**config.mk**
```make
export PLATFORM = sky130hd
export DESIGN_NAME = mem_access_ctrl_flat
export DESIGN_NICKNAME = d
export VERILOG_FILES = /design/src/rtl/mem_if_pkg.sv /design/src/rtl/mem_access_ctrl_if.sv /design/src/rtl/mem_addr_check.sv /design/src/rtl/mem_access_ctrl.sv /design/src/flat_wrapper.sv
export SDC_FILE = /design/constraint.sdc
export NUM_CORES = 1
export LEC_CHECK = 0
export ABC_CLOCK_PERIOD_IN_PS = 2700
export CORE_MARGIN = 8
export CORE_UTILIZATION = 33
export CTS_BUF_LIST = sky130_fd_sc_hd__clkbuf_16
export CTS_CLUSTER_DIAMETER = 60
export CTS_CLUSTER_SIZE = 8
export DETAILED_ROUTE_END_ITERATION = 8
export DONT_BUFFER_PORTS = 1
export REMOVE_ABC_BUFFERS = 1
export SYNTH_ARGS = -nofsm -noshare
export SYNTH_HDL_FRONTEND = slang
export SYNTH_SLANG_ARGS = --single-unit
```
**constraint.sdc**
```tcl
create_clock -name Clk -period 2.7 [get_ports Clk]
set_clock_uncertainty 0.2 [all_clocks]
set_input_delay 0.54 -clock Clk [delete_from_list [all_inputs] [get_ports Clk]]
set_output_delay 0.54 -clock Clk [all_outputs]
set_load 0.02 [all_outputs]
```
**src/rtl/mem_if_pkg.sv**
```systemverilog
// Shared types and defaults for the memory access controller and its address checker.
package mem_if_pkg;
    localparam int DEPTH      = 30;
    localparam int PROT_LIMIT = 11;
    localparam int CLR_BASE   = 11;

    typedef logic [31:0] word_t;

    typedef enum logic [2:0] {
        IDLE, F_WAIT, F_CAPT, L_WAIT, L_CAPT, S_WR, C_CLR
    } state_t;

    // Every controller output is registered; this is the whole registered output set.
    typedef struct packed {
        word_t read_pc;
        word_t rw_addr;
        word_t value;
        word_t instr_out;
        word_t load_data;
        logic  op2_en;
        logic  op2_rw;
        logic  clear;
        logic  ack;
        logic  busy;
        logic  instr_valid;
        logic  load_valid;
        logic  store_done;
        logic  clr_done;
        logic  addr_err;
    } ctrl_out_t;
endpackage

```
**src/rtl/mem_access_ctrl_if.sv**
```systemverilog
// Core-side request/result signals and memory-side strobes of the memory access controller.
interface mem_access_ctrl_if;
    import mem_if_pkg::*;

    logic  FetchReq;
    word_t PCIn;
    logic  LsReq;
    logic  LsWrite;
    word_t LsAddr;
    word_t LsWData;
    logic  ClrReq;
    word_t Instr;
    word_t Data;
    word_t ReadPC;
    word_t RWAddr;
    word_t Value;
    logic  OP2En;
    logic  OP2RW;
    logic  Clear;
    logic  Ack;
    logic  Busy;
    word_t InstrOut;
    word_t LoadData;
    logic  InstrValid;
    logic  LoadValid;
    logic  StoreDone;
    logic  ClrDone;
    logic  AddrErr;

    modport master (
        input  FetchReq, PCIn, LsReq, LsWrite, LsAddr, LsWData, ClrReq, Instr, Data,
        output ReadPC, RWAddr, Value, OP2En, OP2RW, Clear, Ack, Busy, InstrOut, LoadData,
               InstrValid, LoadValid, StoreDone, ClrDone, AddrErr
    );

    modport slave (
        output FetchReq, PCIn, LsReq, LsWrite, LsAddr, LsWData, ClrReq, Instr, Data,
        input  ReadPC, RWAddr, Value, OP2En, OP2RW, Clear, Ack, Busy, InstrOut, LoadData,
               InstrValid, LoadValid, StoreDone, ClrDone, AddrErr
    );
endinterface

```
**src/rtl/mem_addr_check.sv**
```systemverilog
// Combinational legality check: out of range, or a store into the protected instruction region.
module mem_addr_check
    import mem_if_pkg::*;
#(
    parameter int DEPTH      = mem_if_pkg::DEPTH,
    parameter int PROT_LIMIT = mem_if_pkg::PROT_LIMIT
) (
    input  word_t addr,
    input  logic  is_store,
    output logic  err
);
    assign err = (addr >= word_t'(DEPTH)) || (is_store && (addr < word_t'(PROT_LIMIT)));
endmodule

```
**src/rtl/mem_access_ctrl.sv**
```systemverilog
// Serialises clear/load/store/fetch requests onto the memory's edge-timed ports.
// Results and completions come back as registered one-cycle pulses.
module mem_access_ctrl
    import mem_if_pkg::*;
#(
    parameter int DEPTH      = mem_if_pkg::DEPTH,
    parameter int PROT_LIMIT = mem_if_pkg::PROT_LIMIT
) (
    input  logic              Clk,
    input  logic              Rst_n,
    mem_access_ctrl_if.master bus
);
    state_t    state_q, state_d;
    ctrl_out_t out_q, out_d;
    word_t     chk_addr;
    logic      chk_store;
    logic      chk_err;

    // Clear carries no address, so the checker only sees the load/store or fetch candidate.
    assign chk_addr  = bus.LsReq ? bus.LsAddr : bus.PCIn;
    assign chk_store = bus.LsReq & bus.LsWrite;

    mem_addr_check #(.DEPTH(DEPTH), .PROT_LIMIT(PROT_LIMIT)) u_chk (
        .addr     (chk_addr),
        .is_store (chk_store),
        .err      (chk_err)
    );

    always_ff @(posedge Clk or negedge Rst_n) begin
        if (!Rst_n) begin
            state_q <= IDLE;
            out_q   <= '0;
        end else begin
            state_q <= state_d;
            out_q   <= out_d;
        end
    end

    always_comb begin
        state_d = state_q;
        unique case (state_q)
            IDLE: begin
                if (bus.ClrReq)
                    state_d = C_CLR;
                else if (bus.LsReq) begin
                    if (!chk_err) state_d = bus.LsWrite ? S_WR : L_WAIT;
                end else if (bus.FetchReq) begin
                    if (!chk_err) state_d = F_WAIT;
                end
            end
            F_WAIT:  state_d = F_CAPT;
            L_WAIT:  state_d = L_CAPT;
            default: state_d = IDLE;
        endcase
    end

    always_comb begin
        out_d             = out_q;
        out_d.ack         = 1'b0;
        out_d.instr_valid = 1'b0;
        out_d.load_valid  = 1'b0;
        out_d.store_done  = 1'b0;
        out_d.clr_done    = 1'b0;
        out_d.addr_err    = 1'b0;
        unique case (state_q)
            IDLE: begin
                if (bus.ClrReq) begin
                    out_d.ack   = 1'b1;
                    out_d.busy  = 1'b1;
                    out_d.clear = 1'b1;
                end else if (bus.LsReq || bus.FetchReq) begin
                    out_d.ack = 1'b1;
                    // A rejected request is acknowledged but never reaches the memory.
                    if (chk_err)
                        out_d.addr_err = 1'b1;
                    else if (bus.LsReq) begin
                        out_d.busy    = 1'b1;
                        out_d.rw_addr = bus.LsAddr;
                        out_d.op2_en  = 1'b1;
                        out_d.op2_rw  = bus.LsWrite;
                        if (bus.LsWrite) out_d.value = bus.LsWData;
                    end else begin
                        out_d.busy    = 1'b1;
                        out_d.read_pc = bus.PCIn;
                    end
                end
            end
            F_CAPT: begin
                out_d.instr_out   = bus.Instr;
                out_d.instr_valid = 1'b1;
                out_d.busy        = 1'b0;
            end
            L_WAIT: out_d.op2_en = 1'b0;
            L_CAPT: begin
                out_d.load_data  = bus.Data;
                out_d.load_valid = 1'b1;
                out_d.busy       = 1'b0;
            end
            S_WR: begin
                out_d.op2_en     = 1'b0;
                out_d.op2_rw     = 1'b0;
                out_d.store_done = 1'b1;
                out_d.busy       = 1'b0;
            end
            C_CLR: begin
                out_d.clear    = 1'b0;
                out_d.clr_done = 1'b1;
                out_d.busy     = 1'b0;
            end
            default: ;
        endcase
    end

    assign bus.ReadPC     = out_q.read_pc;
    assign bus.RWAddr     = out_q.rw_addr;
    assign bus.Value      = out_q.value;
    assign bus.InstrOut   = out_q.instr_out;
    assign bus.LoadData   = out_q.load_data;
    assign bus.OP2En      = out_q.op2_en;
    assign bus.OP2RW      = out_q.op2_rw;
    assign bus.Clear      = out_q.clear;
    assign bus.Ack        = out_q.ack;
    assign bus.Busy       = out_q.busy;
    assign bus.InstrValid = out_q.instr_valid;
    assign bus.LoadValid  = out_q.load_valid;
    assign bus.StoreDone  = out_q.store_done;
    assign bus.ClrDone    = out_q.clr_done;
    assign bus.AddrErr    = out_q.addr_err;
endmodule

```
**src/flat_wrapper.sv**
```systemverilog
// flat-port wrapper written by rule: the top's interface ports become plain ports
module mem_access_ctrl_flat import mem_if_pkg::*;
#(
    parameter int DEPTH      = mem_if_pkg::DEPTH,
    parameter int PROT_LIMIT = mem_if_pkg::PROT_LIMIT
)
  (Clk, Rst_n, bus_FetchReq, bus_PCIn, bus_LsReq, bus_LsWrite, bus_LsAddr, bus_LsWData, bus_ClrReq, bus_Instr, bus_Data, bus_ReadPC, bus_RWAddr, bus_Value, bus_OP2En, bus_OP2RW, bus_Clear, bus_Ack, bus_Busy, bus_InstrOut, bus_LoadData, bus_InstrValid, bus_LoadValid, bus_StoreDone, bus_ClrDone, bus_AddrErr);
  mem_access_ctrl_if bus_i ();
  input  logic Clk;
  input  logic Rst_n;
  input wire logic [$bits(bus_i.FetchReq)-1:0] bus_FetchReq;
  input wire logic [$bits(bus_i.PCIn)-1:0] bus_PCIn;
  input wire logic [$bits(bus_i.LsReq)-1:0] bus_LsReq;
  input wire logic [$bits(bus_i.LsWrite)-1:0] bus_LsWrite;
  input wire logic [$bits(bus_i.LsAddr)-1:0] bus_LsAddr;
  input wire logic [$bits(bus_i.LsWData)-1:0] bus_LsWData;
  input wire logic [$bits(bus_i.ClrReq)-1:0] bus_ClrReq;
  input wire logic [$bits(bus_i.Instr)-1:0] bus_Instr;
  input wire logic [$bits(bus_i.Data)-1:0] bus_Data;
  output wire logic [$bits(bus_i.ReadPC)-1:0] bus_ReadPC;
  output wire logic [$bits(bus_i.RWAddr)-1:0] bus_RWAddr;
  output wire logic [$bits(bus_i.Value)-1:0] bus_Value;
  output wire logic [$bits(bus_i.OP2En)-1:0] bus_OP2En;
  output wire logic [$bits(bus_i.OP2RW)-1:0] bus_OP2RW;
  output wire logic [$bits(bus_i.Clear)-1:0] bus_Clear;
  output wire logic [$bits(bus_i.Ack)-1:0] bus_Ack;
  output wire logic [$bits(bus_i.Busy)-1:0] bus_Busy;
  output wire logic [$bits(bus_i.InstrOut)-1:0] bus_InstrOut;
  output wire logic [$bits(bus_i.LoadData)-1:0] bus_LoadData;
  output wire logic [$bits(bus_i.InstrValid)-1:0] bus_InstrValid;
  output wire logic [$bits(bus_i.LoadValid)-1:0] bus_LoadValid;
  output wire logic [$bits(bus_i.StoreDone)-1:0] bus_StoreDone;
  output wire logic [$bits(bus_i.ClrDone)-1:0] bus_ClrDone;
  output wire logic [$bits(bus_i.AddrErr)-1:0] bus_AddrErr;
  assign bus_i.FetchReq = bus_FetchReq;
  assign bus_i.PCIn = bus_PCIn;
  assign bus_i.LsReq = bus_LsReq;
  assign bus_i.LsWrite = bus_LsWrite;
  assign bus_i.LsAddr = bus_LsAddr;
  assign bus_i.LsWData = bus_LsWData;
  assign bus_i.ClrReq = bus_ClrReq;
  assign bus_i.Instr = bus_Instr;
  assign bus_i.Data = bus_Data;
  assign bus_ReadPC = bus_i.ReadPC;
  assign bus_RWAddr = bus_i.RWAddr;
  assign bus_Value = bus_i.Value;
  assign bus_OP2En = bus_i.OP2En;
  assign bus_OP2RW = bus_i.OP2RW;
  assign bus_Clear = bus_i.Clear;
  assign bus_Ack = bus_i.Ack;
  assign bus_Busy = bus_i.Busy;
  assign bus_InstrOut = bus_i.InstrOut;
  assign bus_LoadData = bus_i.LoadData;
  assign bus_InstrValid = bus_i.InstrValid;
  assign bus_LoadValid = bus_i.LoadValid;
  assign bus_StoreDone = bus_i.StoreDone;
  assign bus_ClrDone = bus_i.ClrDone;
  assign bus_AddrErr = bus_i.AddrErr;
  mem_access_ctrl #(.DEPTH(DEPTH), .PROT_LIMIT(PROT_LIMIT)) u_core (.Clk(Clk), .Rst_n(Rst_n), .bus(bus_i));
endmodule
```
==> results.sh, run 1 <==
export IMPL_cts_sinks=173
export IMPL_start_util_pct=33.31
export IMPL_relSlewSlack_pct=70.44
export IMPL_ant_nets=0
export IMPL_numCtsBuffers=17
export IMPL_setup_viol=0
export IMPL_rsz0062_at_grt="false"
export IMPL_synthMuxAreaShare_pct=18.54
export IMPL_n_fill_cell=1818
export IMPL_worstSkewPairLatency_ps=420
export IMPL_seq_area_frac_synth_pct=67.22
export IMPL_first_global_vias=3835
export IMPL_drv_slew=0
export IMPL_final_cells=705
export IMPL_synth_cells=421
export IMPL_min_path_type="input pin to async pin"
export IMPL_finalHoldViolCount=173
export IMPL_outcome="finished with violations"
export IMPL_synth_edf_count=0
export IMPL_syn_area_per_cell_um2=15.30
export IMPL_synth_compound_area_share_pct=1.923
export IMPL_multiInputGateArea_mm2=0.001997
export IMPL_ys_flop_type="dfrtp_1"
export IMPL_cp_arrival_ps=2300
export IMPL_fin_area_mm2=0.007286
export IMPL_htree_levels=4
export IMPL_drt_wirelength_per_cell_um=22.28
export IMPL_r2r_start="u_core.state_q[0]$_DFFE_PN0P_"
export IMPL_cp_required_ps=2790
export IMPL_yosys_warnings=0
export IMPL_crit_path_end_kind="register"
export IMPL_grtUsageTotal_pct=12.88
export IMPL_gp_congestion=0.7992
export IMPL_crit_type="register to register"
export IMPL_synth_top_family_by_area="multiplexers"
export IMPL_maxCapViolations=0
export IMPL_cts_tree="built"
export IMPL_final_nets=594
export IMPL_fin_util_pct=37.68
export IMPL_num_io_pins=336
export IMPL_power_leakage_nw=3.409
export IMPL_die_x_um=155.7
export IMPL_insertedDiodeCount=0
export IMPL_dr_total_vias=3420
export IMPL_post_cts_buffers=0
export IMPL_powerDensity_mw_per_mm2=848.1
export IMPL_synthXorXnorAreaFrac_pct=0.1360
export IMPL_cp_endpoint="u_core.bus.Value[17]$_DFFE_PN0P_"
export IMPL_syn_to_final_growth_pct=13.13
export IMPL_ff_latch_area_mm2=0.004329
export IMPL_worst_slew_pin_slew_ps=443.4
export IMPL_syn_area_mm2=0.006440
export IMPL_worst_setup_path_start_kind="register"
export IMPL_synthAdderAreaFrac_pct=0
export IMPL_whs_ps=-378.5
export IMPL_cts_root_buf="clkbuf_16"
export IMPL_r2r_end="u_core.bus.Value[17]$_DFFE_PN0P_"
export IMPL_hpwlAfterDp_mm=11.88
export IMPL_peakVddDrop_mv=0.3524
export IMPL_grt_pass1_wl_mm=23.83
export IMPL_fin_crit_ps=2211
export IMPL_firstDrtPassIters=4
export IMPL_rows=51
export IMPL_path_clk_slew_ps=70
export IMPL_async_reset_ff_share_pct=100.0
export IMPL_port_buffers=0
export IMPL_die_area_mm2=0.02424
export IMPL_grt_max_degree=174
export IMPL_fp_coreArea_mm2=0.01933
export IMPL_ys_ff_latch=173
export IMPL_grt_overflow=0
export IMPL_yosysUniqueCellTypes=36
export IMPL_path_max_fanout=33
export IMPL_clockBufferDepth=2
export IMPL_violations="negative hold slack"
export IMPL_antenna_found_initial=0
export IMPL_vias_per_cell=4.851
export IMPL_rrSetupSlack_ps=490
export IMPL_final_layout_size_suffix_gt1_share_pct=27.73
export IMPL_fmax_mhz=452.2
export IMPL_fin_crit_sh_pct=81.90
export IMPL_die_h_um=155.7
export IMPL_drtIter0Drc=182
export IMPL_critPathLaunch="u_core.state_q[0]$_DFFE_PN0P_"
export IMPL_drc_errors=0
export IMPL_power_mw=6.179
export IMPL_dp_cells=674
export IMPL_synth_simple_gate_area_share_pct=10.26
export IMPL_reg2regPathDepth=5
export IMPL_dpl_instance_area_mm2=0.006741
export IMPL_drt_wl_total_mm=15.71
-- cell type report --
type	count	share of cell area (%)
inverter	3	0.1546
tap	265	4.551
sequential	173	59.42
timing repair buffer	8	0.9960
clock inverter	14	1.631
multi-input combinational	225	27.41
clock buffer	17	5.839
-- layout by cell type, fill, tap and decap left out, types with 4 or more instances in the layout --
| cell type | Yosys | routed |
|---|---|---|
| clkbuf_16 | 0 | 17 |
| nand2_1 | 4 | 4 |
| nand4_1 | 4 | 4 |
| buf_4 | 1 | 7 |
| inv_6 | 0 | 4 |
| nor4_1 | 11 | 11 |
| mux2_2 | 77 | 77 |
| mux2_1 | 29 | 29 |
| and2_1 | 54 | 54 |
| nor3_1 | 5 | 5 |
| dfrtp_1 | 173 | 173 |
-- power breakdown --
group          internal (mW)  leakage [nW]  switching [mW]
combinational          0.267         0.897           0.130
clock                   1.26         0.261            1.00
sequential              2.89          2.25           0.622
total                   4.43          3.41            1.75
-- what timing repair did --
item | in CTS | in global routing
endpoints found under the setup margin | 0 | 0
resized for setup | 0 | 0
hold endpoints to repair | 173 | 173
-- flip-flops by register name, indices dropped and copies added, names as in the netlist --
signal and cells:
u_core.bus.Clear 1, u_core.bus.LoadData 32, u_core.bus.ClrDone 1, u_core.bus.ReadPC 32
u_core.bus.LoadValid 1, u_core.bus.RWAddr 32, u_core.state_q 3, u_core.bus.Busy 1
u_core.bus.AddrErr 1, u_core.bus.InstrOut 32, u_core.bus.Value 32, u_core.bus.OP2RW 1
u_core.bus.Ack 1, u_core.bus.OP2En 1, u_core.bus.InstrValid 1, u_core.bus.StoreDone 1
-- through the flow --
stage               TNS (ps)  worst slack, ps
finish                     0            488.7
detailed placement         0            230.5
global placement           0            262.8
CTS                        0            495.2
floorplan             -72700            -1010
global route               0            400.3
-- logic make-up after synthesis --
kind of cell    count (synthesis)
compound gates                 16
xor+xnor                        1
buf+inv                        23
flops                         173
mux                           106
simple gates                  102
-- synth_stat cells (2+ instances only) --
cell	n	share of area (%)
dfrtp_1	173	67
buf_6	3	0.52
nand3_1	2	0.16
inv_1	3	0.17
nor3_1	5	0.39
and3_1	3	0.29
nor4b_2	2	0.47
nand3b_1	2	0.23
a211o_1	2	0.27
nor4_1	11	1.1
nand4_2	2	0.39
mux2_1	29	5.1
and3b_1	2	0.27
clkbuf_1	7	0.41
o21ai_0	3	0.23
mux2_2	77	13
nor3b_1	4	0.47
and2_1	54	5.2
buf_2	9	0.70
a21oi_1	3	0.23
nand4_1	4	0.39
nor2b_1	2	0.19
nand2_1	4	0.23
nor2_1	3	0.17
-- metal layers --
layer | global-route usage (%) | vias to the layer above | part of all wire, %
met2 | 20.56 | 202 | 48
met3 | 6.648 | 9 | 12
met5 | 0 | - | 0
met4 | 3.604 | 0 | 0.95
met1 | 14.92 | 1721 | 39
li1 | - | 1488 | -
-- critical path, cell delays in order, from the launching register on --
cell and delay (ps):
dfrtp_1 510, nor3_1 280, nand3_1 150, and4bb_1 350, buf_12 210, mux2_1 350
-- worst min path at each step --
stage | start | end | slack [ps] | cells after the start
global route | Rst_n | u_core.bus.InstrOut[15]$_DFFE_PN0P_ | -420 | 0
detailed placement | Rst_n | u_core.bus.InstrOut[17]$_DFFE_PN0P_ | 50 | 0
CTS | Rst_n | u_core.bus.InstrOut[10]$_DFFE_PN0P_ | -410 | 0
finish | Rst_n | u_core.bus.InstrOut[17]$_DFFE_PN0P_ | -380 | 0
floorplan | Rst_n | u_core.bus.Ack$_DFF_PN0_ | 40 | 0
global placement | Rst_n | u_core.bus.InstrOut[13]$_DFFE_PN0P_ | 50 | 0
Power figures use the tool's default switching activity.
==> run 2: changes to the inputs <==
Settings changed: ABC_CLOCK_PERIOD_IN_PS 2700 to 2000.
Clock period 2.7 ns to 2 ns, I/O delays scaled along.
==> results.sh, run 2 (synthesis gave the netlist of run 1 again) <==
export IMPL_relSlewSlack_pct=69.91
export IMPL_whs_ps=-515.0
export IMPL_cp_cell_sequence="nor3_2 -> nand3_1 -> and4bb_4 -> clkbuf_16 -> mux2_1"
export IMPL_setup_viol=22
export IMPL_power_leakage_nw=3.979
export IMPL_crit_type="register to register"
export IMPL_rows=51
export IMPL_cts_root_buf="clkbuf_16"
export IMPL_grt_overflow=0
export IMPL_cp_arrival_ps=2130
export IMPL_drc_errors=0
export IMPL_hpwlAfterDp_mm=12.11
export IMPL_fin_crit_ps=2042
export IMPL_finalHoldViolCount=173
export IMPL_reg2regPathDepth=5
export IMPL_n_fill_cell=1673
export IMPL_cpPeakStageDelay_ps=400
export IMPL_min_path_type="input pin to async pin"
export IMPL_cts_sinks=173
export IMPL_worst_setup_path_start_kind="register"
export IMPL_rrSetupSlack_ps=-40
export IMPL_setup_ws_ps=-41.65
export IMPL_drtIter0Drc=192
export IMPL_ant_nets=0
export IMPL_num_io_pins=336
export IMPL_gp_congestion=0.8155
export IMPL_grt_pass1_wl_mm=26.59
export IMPL_outcome="finished with violations"
export IMPL_peakVddDrop_mv=0.5087
export IMPL_violations="negative hold slack, negative setup slack"
export IMPL_place_ws_ps=-402.5
export IMPL_port_buffers=0
export IMPL_numCtsBuffers=17
export IMPL_worst_slew_pin_slew_ps=450.5
export IMPL_powerDensity_mw_per_mm2=1032
export IMPL_top_usage_layer="met2"
export IMPL_grtUsageTotal_pct=14.12
export IMPL_ff_latch_area_mm2=0.004329
export IMPL_clockBufferDepth=2
export IMPL_fin_crit_sh_pct=102.1
export IMPL_cts_tree="built"
export IMPL_worstSkewPairLatency_ps=410
export IMPL_syn_to_final_growth_pct=34.43
export IMPL_r2r_end="u_core.bus.Value[25]$_DFFE_PN0P_"
export IMPL_gr_usage_met1_pct=16.62
export IMPL_firstDrtPassIters=4
export IMPL_slowest_stage="dfrtp_1"
export IMPL_multiInputGateArea_mm2=0.002049
export IMPL_use_met2_pct=22.84
export IMPL_first_global_vias=4308
export IMPL_grtUsageMet3_pct=6.454
export IMPL_htree_levels=4
export IMPL_final_common_cell="dfrtp_1"
export IMPL_final_nets=716
export IMPL_die_x_um=155.7
export IMPL_vias_per_cell=4.785
export IMPL_dr_total_vias=3962
export IMPL_path_clk_slew_ps=70
export IMPL_final_layout_size_suffix_gt1_share_pct=26.51
export IMPL_drt_wirelength_per_cell_um=21.43
export IMPL_drv_slew=0
export IMPL_die_area_mm2=0.02424
export IMPL_start_util_pct=33.31
export IMPL_drt_wl_total_mm=17.74
export IMPL_fmax_mhz=489.8
export IMPL_path_max_fanout=16
export IMPL_final_cell_mix="dfrtp_1, dlygate4sd3_1, mux2_2"
export IMPL_cp_required_ps=2090
export IMPL_fp_coreArea_mm2=0.01933
export IMPL_maxCapViolations=0
export IMPL_antenna_found_initial=0
export IMPL_crit_path_end_kind="register"
export IMPL_rsz0062_at_grt="true"
export IMPL_cts_hold_buffers=109
export IMPL_die_h_um=155.7
export IMPL_r2r_start="u_core.state_q[2]$_DFFE_PN0P_"
export IMPL_grt_max_degree=174
## run 2: cell types whose count changed in the layout (fill, tap and decap cells not counted), sizes merged
cell,before,now
dlygate4sd3,0,109
diode,0,1
clkbuf,17,18
buf,8,20
clkinv,6,3
bufinv,1,4
## run 2: what timing repair did
item	in CTS	in global routing
buffers inserted	0	4
pin swaps	0	4
resized for setup	1	13
cloned	0	1
endpoints found under the setup margin	32	41
endpoints found under the hold margin	283	173
## run 2: report_power, final
group | internal [mW] | switching [mW] | leakage, nW
combinational | 0.524 | 0.231 | 1.43
clock | 2.09 | 1.34 | 0.297
sequential | 3.91 | 0.844 | 2.25
## run 2: cell type report
| cell class | instances | area share (%) |
|---|---|---|
| flip-flops and latches | 173 | 50.01 |
| multi-input cells | 225 | 23.67 |
| repair buffers | 130 | 15.20 |
| clock buffers | 17 | 4.914 |
| well taps | 265 | 3.830 |
| clock inverters | 14 | 2.211 |
| inverters | 3 | 0.1301 |
| diodes | 1 | 0.02891 |
## run 2: stage by stage
stage / utilization, % / std cells / power, mW / area, um2 / TNS (ps)
after floorplan: - / 401 / 5.158 / 6327 / -145610
after global placement: 35.37 / 682 / 5.369 / 6839 / -16310
after detailed placement: 35.37 / 682 / 5.395 / 6839 / -15630
after CTS: 44.23 / 822 / 9.061 / 8552 / 0
after global routing: 44.76 / 827 / 9.340 / 8655 / -1966
final: 44.77 / 828 / 8.937 / 8657 / -327.1
## run 2: worst max path at each step
stage	startpoint	end	slack, ps
3_5_place_dp	bus_LsReq	u_core.bus.Value[24]$_DFFE_PN0P_	-400
5_1_grt	u_core.state_q[2]$_DFFE_PN0P_	u_core.bus.Value[25]$_DFFE_PN0P_	-100
6_report	u_core.state_q[2]$_DFFE_PN0P_	u_core.bus.Value[25]$_DFFE_PN0P_	-40
2_1_floorplan	u_core.state_q[1]$_DFFE_PN0P_	u_core.bus.InstrOut[0]$_DFFE_PN0P_	-1710
4_1_cts	u_core.state_q[1]$_DFFE_PN0P_	u_core.bus.Value[24]$_DFFE_PN0P_	10
3_3_place_gp	bus_LsAddr[22]	u_core.bus.Value[31]$_DFFE_PN0P_	-390
## run 2: critical path, delay by kind of cell, from the launching register on
family	cells	cell delay, ps
flops	1	400
simple gates	3	770
mux	1	350
buf+inv	1	200
## run 2: metal layers
metal	vias up	share of wire, %
li1	1726	-
met1	2019	40
met2	201	49
met3	16	10
met4	0	1.1
met5	-	0
==> run 3: changes to the inputs <==
Settings changed: CORE_ASPECT_RATIO set to 0.5, RECOVER_POWER set to 50.
==> results.sh, run 3 (synthesis gave the netlist of run 1 again) <==
export IMPL_fin_crit_sh_pct=100.7
export IMPL_drc_errors=0
export IMPL_final_cells=830
export IMPL_setup_viol=13
export IMPL_power_leakage_nw=3.938
export IMPL_pwr_share_clk_pct=35.4
export IMPL_dp_cells=683
export IMPL_gp_congestion=0.7985
export IMPL_worst_setup_path_start_kind="register"
export IMPL_die_x_um=213.6
export IMPL_power_mw=8.538
export IMPL_p_switching_mw=2.501
export IMPL_drt_wl_total_mm=18.59
export IMPL_crit_path_end_kind="register"
export IMPL_wl_met2_mm=10.06
export IMPL_htree_levels=4
export IMPL_slowest_stage="and4bb_4"
export IMPL_firstDrtPassIters=4
export IMPL_crit_type="register to register"
export IMPL_ant_nets=0
export IMPL_path_clk_slew_ps=70
export IMPL_whs_ps=-524.4
export IMPL_swShare_pct=29.29
export IMPL_vias_per_cell=4.769
export IMPL_cp_required_ps=2090
export IMPL_place_ws_ps=-355.7
export IMPL_combinationalPowerShare_pct=9.0
export IMPL_path_max_fanout=8
export IMPL_port_buffers=0
export IMPL_intPower_mw=6.037
export IMPL_rrSetupSlack_ps=-10
export IMPL_cts_sinks=173
export IMPL_worst_slew_pin_slew_ps=382.5
export IMPL_grt_pass1_wl_mm=26.93
export IMPL_cpPeakStageDelay_ps=430
export IMPL_grtUsageTotal_pct=14.40
export IMPL_cp_arrival_ps=2110
export IMPL_die_h_um=114.8
export IMPL_critPathLaunch="u_core.state_q[2]$_DFFE_PN0P_"
export IMPL_min_path_type="input pin to async pin"
export IMPL_seqPwrFrac_pct=55.7
export IMPL_relSlewSlack_pct=74.27
export IMPL_r2r_end="u_core.bus.Value[15]$_DFFE_PN0P_"
export IMPL_violations="negative hold slack, negative setup slack"
export IMPL_start_util_pct=33.40
export IMPL_num_io_pins=336
export IMPL_insertedDiodeCount=0
export IMPL_first_global_vias=4258
export IMPL_worstSkewPairLatency_ps=410
export IMPL_dr_total_vias=3958
export IMPL_final_layout_size_suffix_gt1_share_pct=28.72
export IMPL_cts_hold_buffers=110
export IMPL_met3WireLength_mm=1.089
export IMPL_antenna_found_initial=0
export IMPL_final_nets=717
export IMPL_setup_ws_ps=-13.79
export IMPL_cts_tree="built"
export IMPL_grt_overflow=0
export IMPL_routed_top_layer="met4"
export IMPL_fin_crit_ps=2014
export IMPL_n_fill_cell=1729
export IMPL_cp_cell_sequence="nor3_2 -> nand3_1 -> and4bb_4 -> clkbuf_16 -> mux2_4"
export IMPL_reg2regPathDepth=5
export IMPL_outcome="finished with violations"
export IMPL_peakVddDrop_mv=0.5244
export IMPL_die_area_mm2=0.02451
export IMPL_drt_wirelength_per_cell_um=22.40
export IMPL_dpl_instance_area_mm2=0.006840
export IMPL_rows=36
export IMPL_cts_root_buf="clkbuf_16"
export IMPL_met1_length_mm=6.998
export IMPL_fmax_mhz=496.6
export IMPL_clockBufferDepth=2
export IMPL_drv_slew=0
export IMPL_powerDensity_mw_per_mm2=984.8
export IMPL_r2r_start="u_core.state_q[2]$_DFFE_PN0P_"
export IMPL_fp_coreArea_mm2=0.01928
export IMPL_final_common_cell="dfrtp_1"
export IMPL_rsz0062_at_grt="true"
export IMPL_numCtsBuffers=17
export IMPL_final_cell_mix="dfrtp_1, dlygate4sd3_1, mux2_2"
export IMPL_drtIter0Drc=231
export IMPL_finalHoldViolCount=173
export IMPL_maxCapViolations=0
export IMPL_fin_area_mm2=0.008670
export IMPL_grt_max_degree=174
export IMPL_syn_to_final_growth_pct=34.62
export IMPL_hpwlAfterDp_mm=12.40
## run 3: cell count changes in the layout (fill, tap and decap cells not counted), sizes merged
| cell | delta |
|---|---|
| clkbuf | +1 |
| clkinvlp | +3 |
| dlygate4sd3 | +1 |
| diode | -1 |
| bufinv | -4 |
| inv | +2 |
| buf | -1 |
## run 3: per-stage QoR
step                      util, %  TNS, ps
after floorplan                 -  -145610
after global placement      35.48   -18830
after detailed placement    35.48   -20170
after CTS                   44.02   -28.77
after global routing        44.97   -952.4
final                       44.97   -72.34
## run 3: power by group through the flow
stage / Clock (mW) / Sequential, mW / Combinational, mW
floorplan: 0 / 4.68 / 0.474
global placement: 0 / 4.82 / 0.551
detailed placement: 0 / 4.82 / 0.579
CTS: 3.12 / 4.76 / 0.757
global route: 3.26 / 4.80 / 0.828
finish: 3.02 / 4.75 / 0.765
## run 3: layout make-up
type	count	area [um2]	share of cell area, %
clock inverter	15	113.9	1.313
tap	266	332.8	3.839
inverter	3	11.26	0.1299
timing repair buffer	131	1351	15.59
clock buffer	17	425.4	4.907
multi-input combinational	225	2106	24.29
sequential	173	4329	49.94
## run 3: repair_timing
action | 4_1_cts | 5_1_grt
hold endpoints to repair | 283 | 173
setup endpoints to repair | 32 | 37
gates cloned | 0 | 3
gates resized for setup | 1 | 29
pin swaps | 0 | 3
setup buffers | 0 | 2
## run 3: how the worst max path moves through the flow
stage / cells after the start / to / slack (ps)
detailed placement: 6 / u_core.bus.Value[31]$_DFFE_PN0P_ / -360
floorplan: 2 / u_core.bus.InstrOut[0]$_DFFE_PN0P_ / -1710
finish: 5 / u_core.bus.Value[15]$_DFFE_PN0P_ / -10
global placement: 7 / u_core.bus.Value[31]$_DFFE_PN0P_ / -330
CTS: 5 / u_core.bus.Value[14]$_DFFE_PN0P_ / -7
global route: 5 / u_core.bus.Value[15]$_DFFE_PN0P_ / -50
## run 3: layer usage
metal	GRT usage, %	up-vias
li1	-	1734
met2	25.44	131
met1	16.20	2064
met3	4.626	29
met4	5.498	0
met5	0	-
## run 3: critical path, delay by kind of cell, from the launching register on
| kind | cells | cell delay [ps] |
|---|---|---|
| AND/OR/NAND/NOR | 3 | 780 |
| buffers and inverters | 1 | 200 |
| multiplexers | 1 | 300 |
| flip-flops | 1 | 390 |
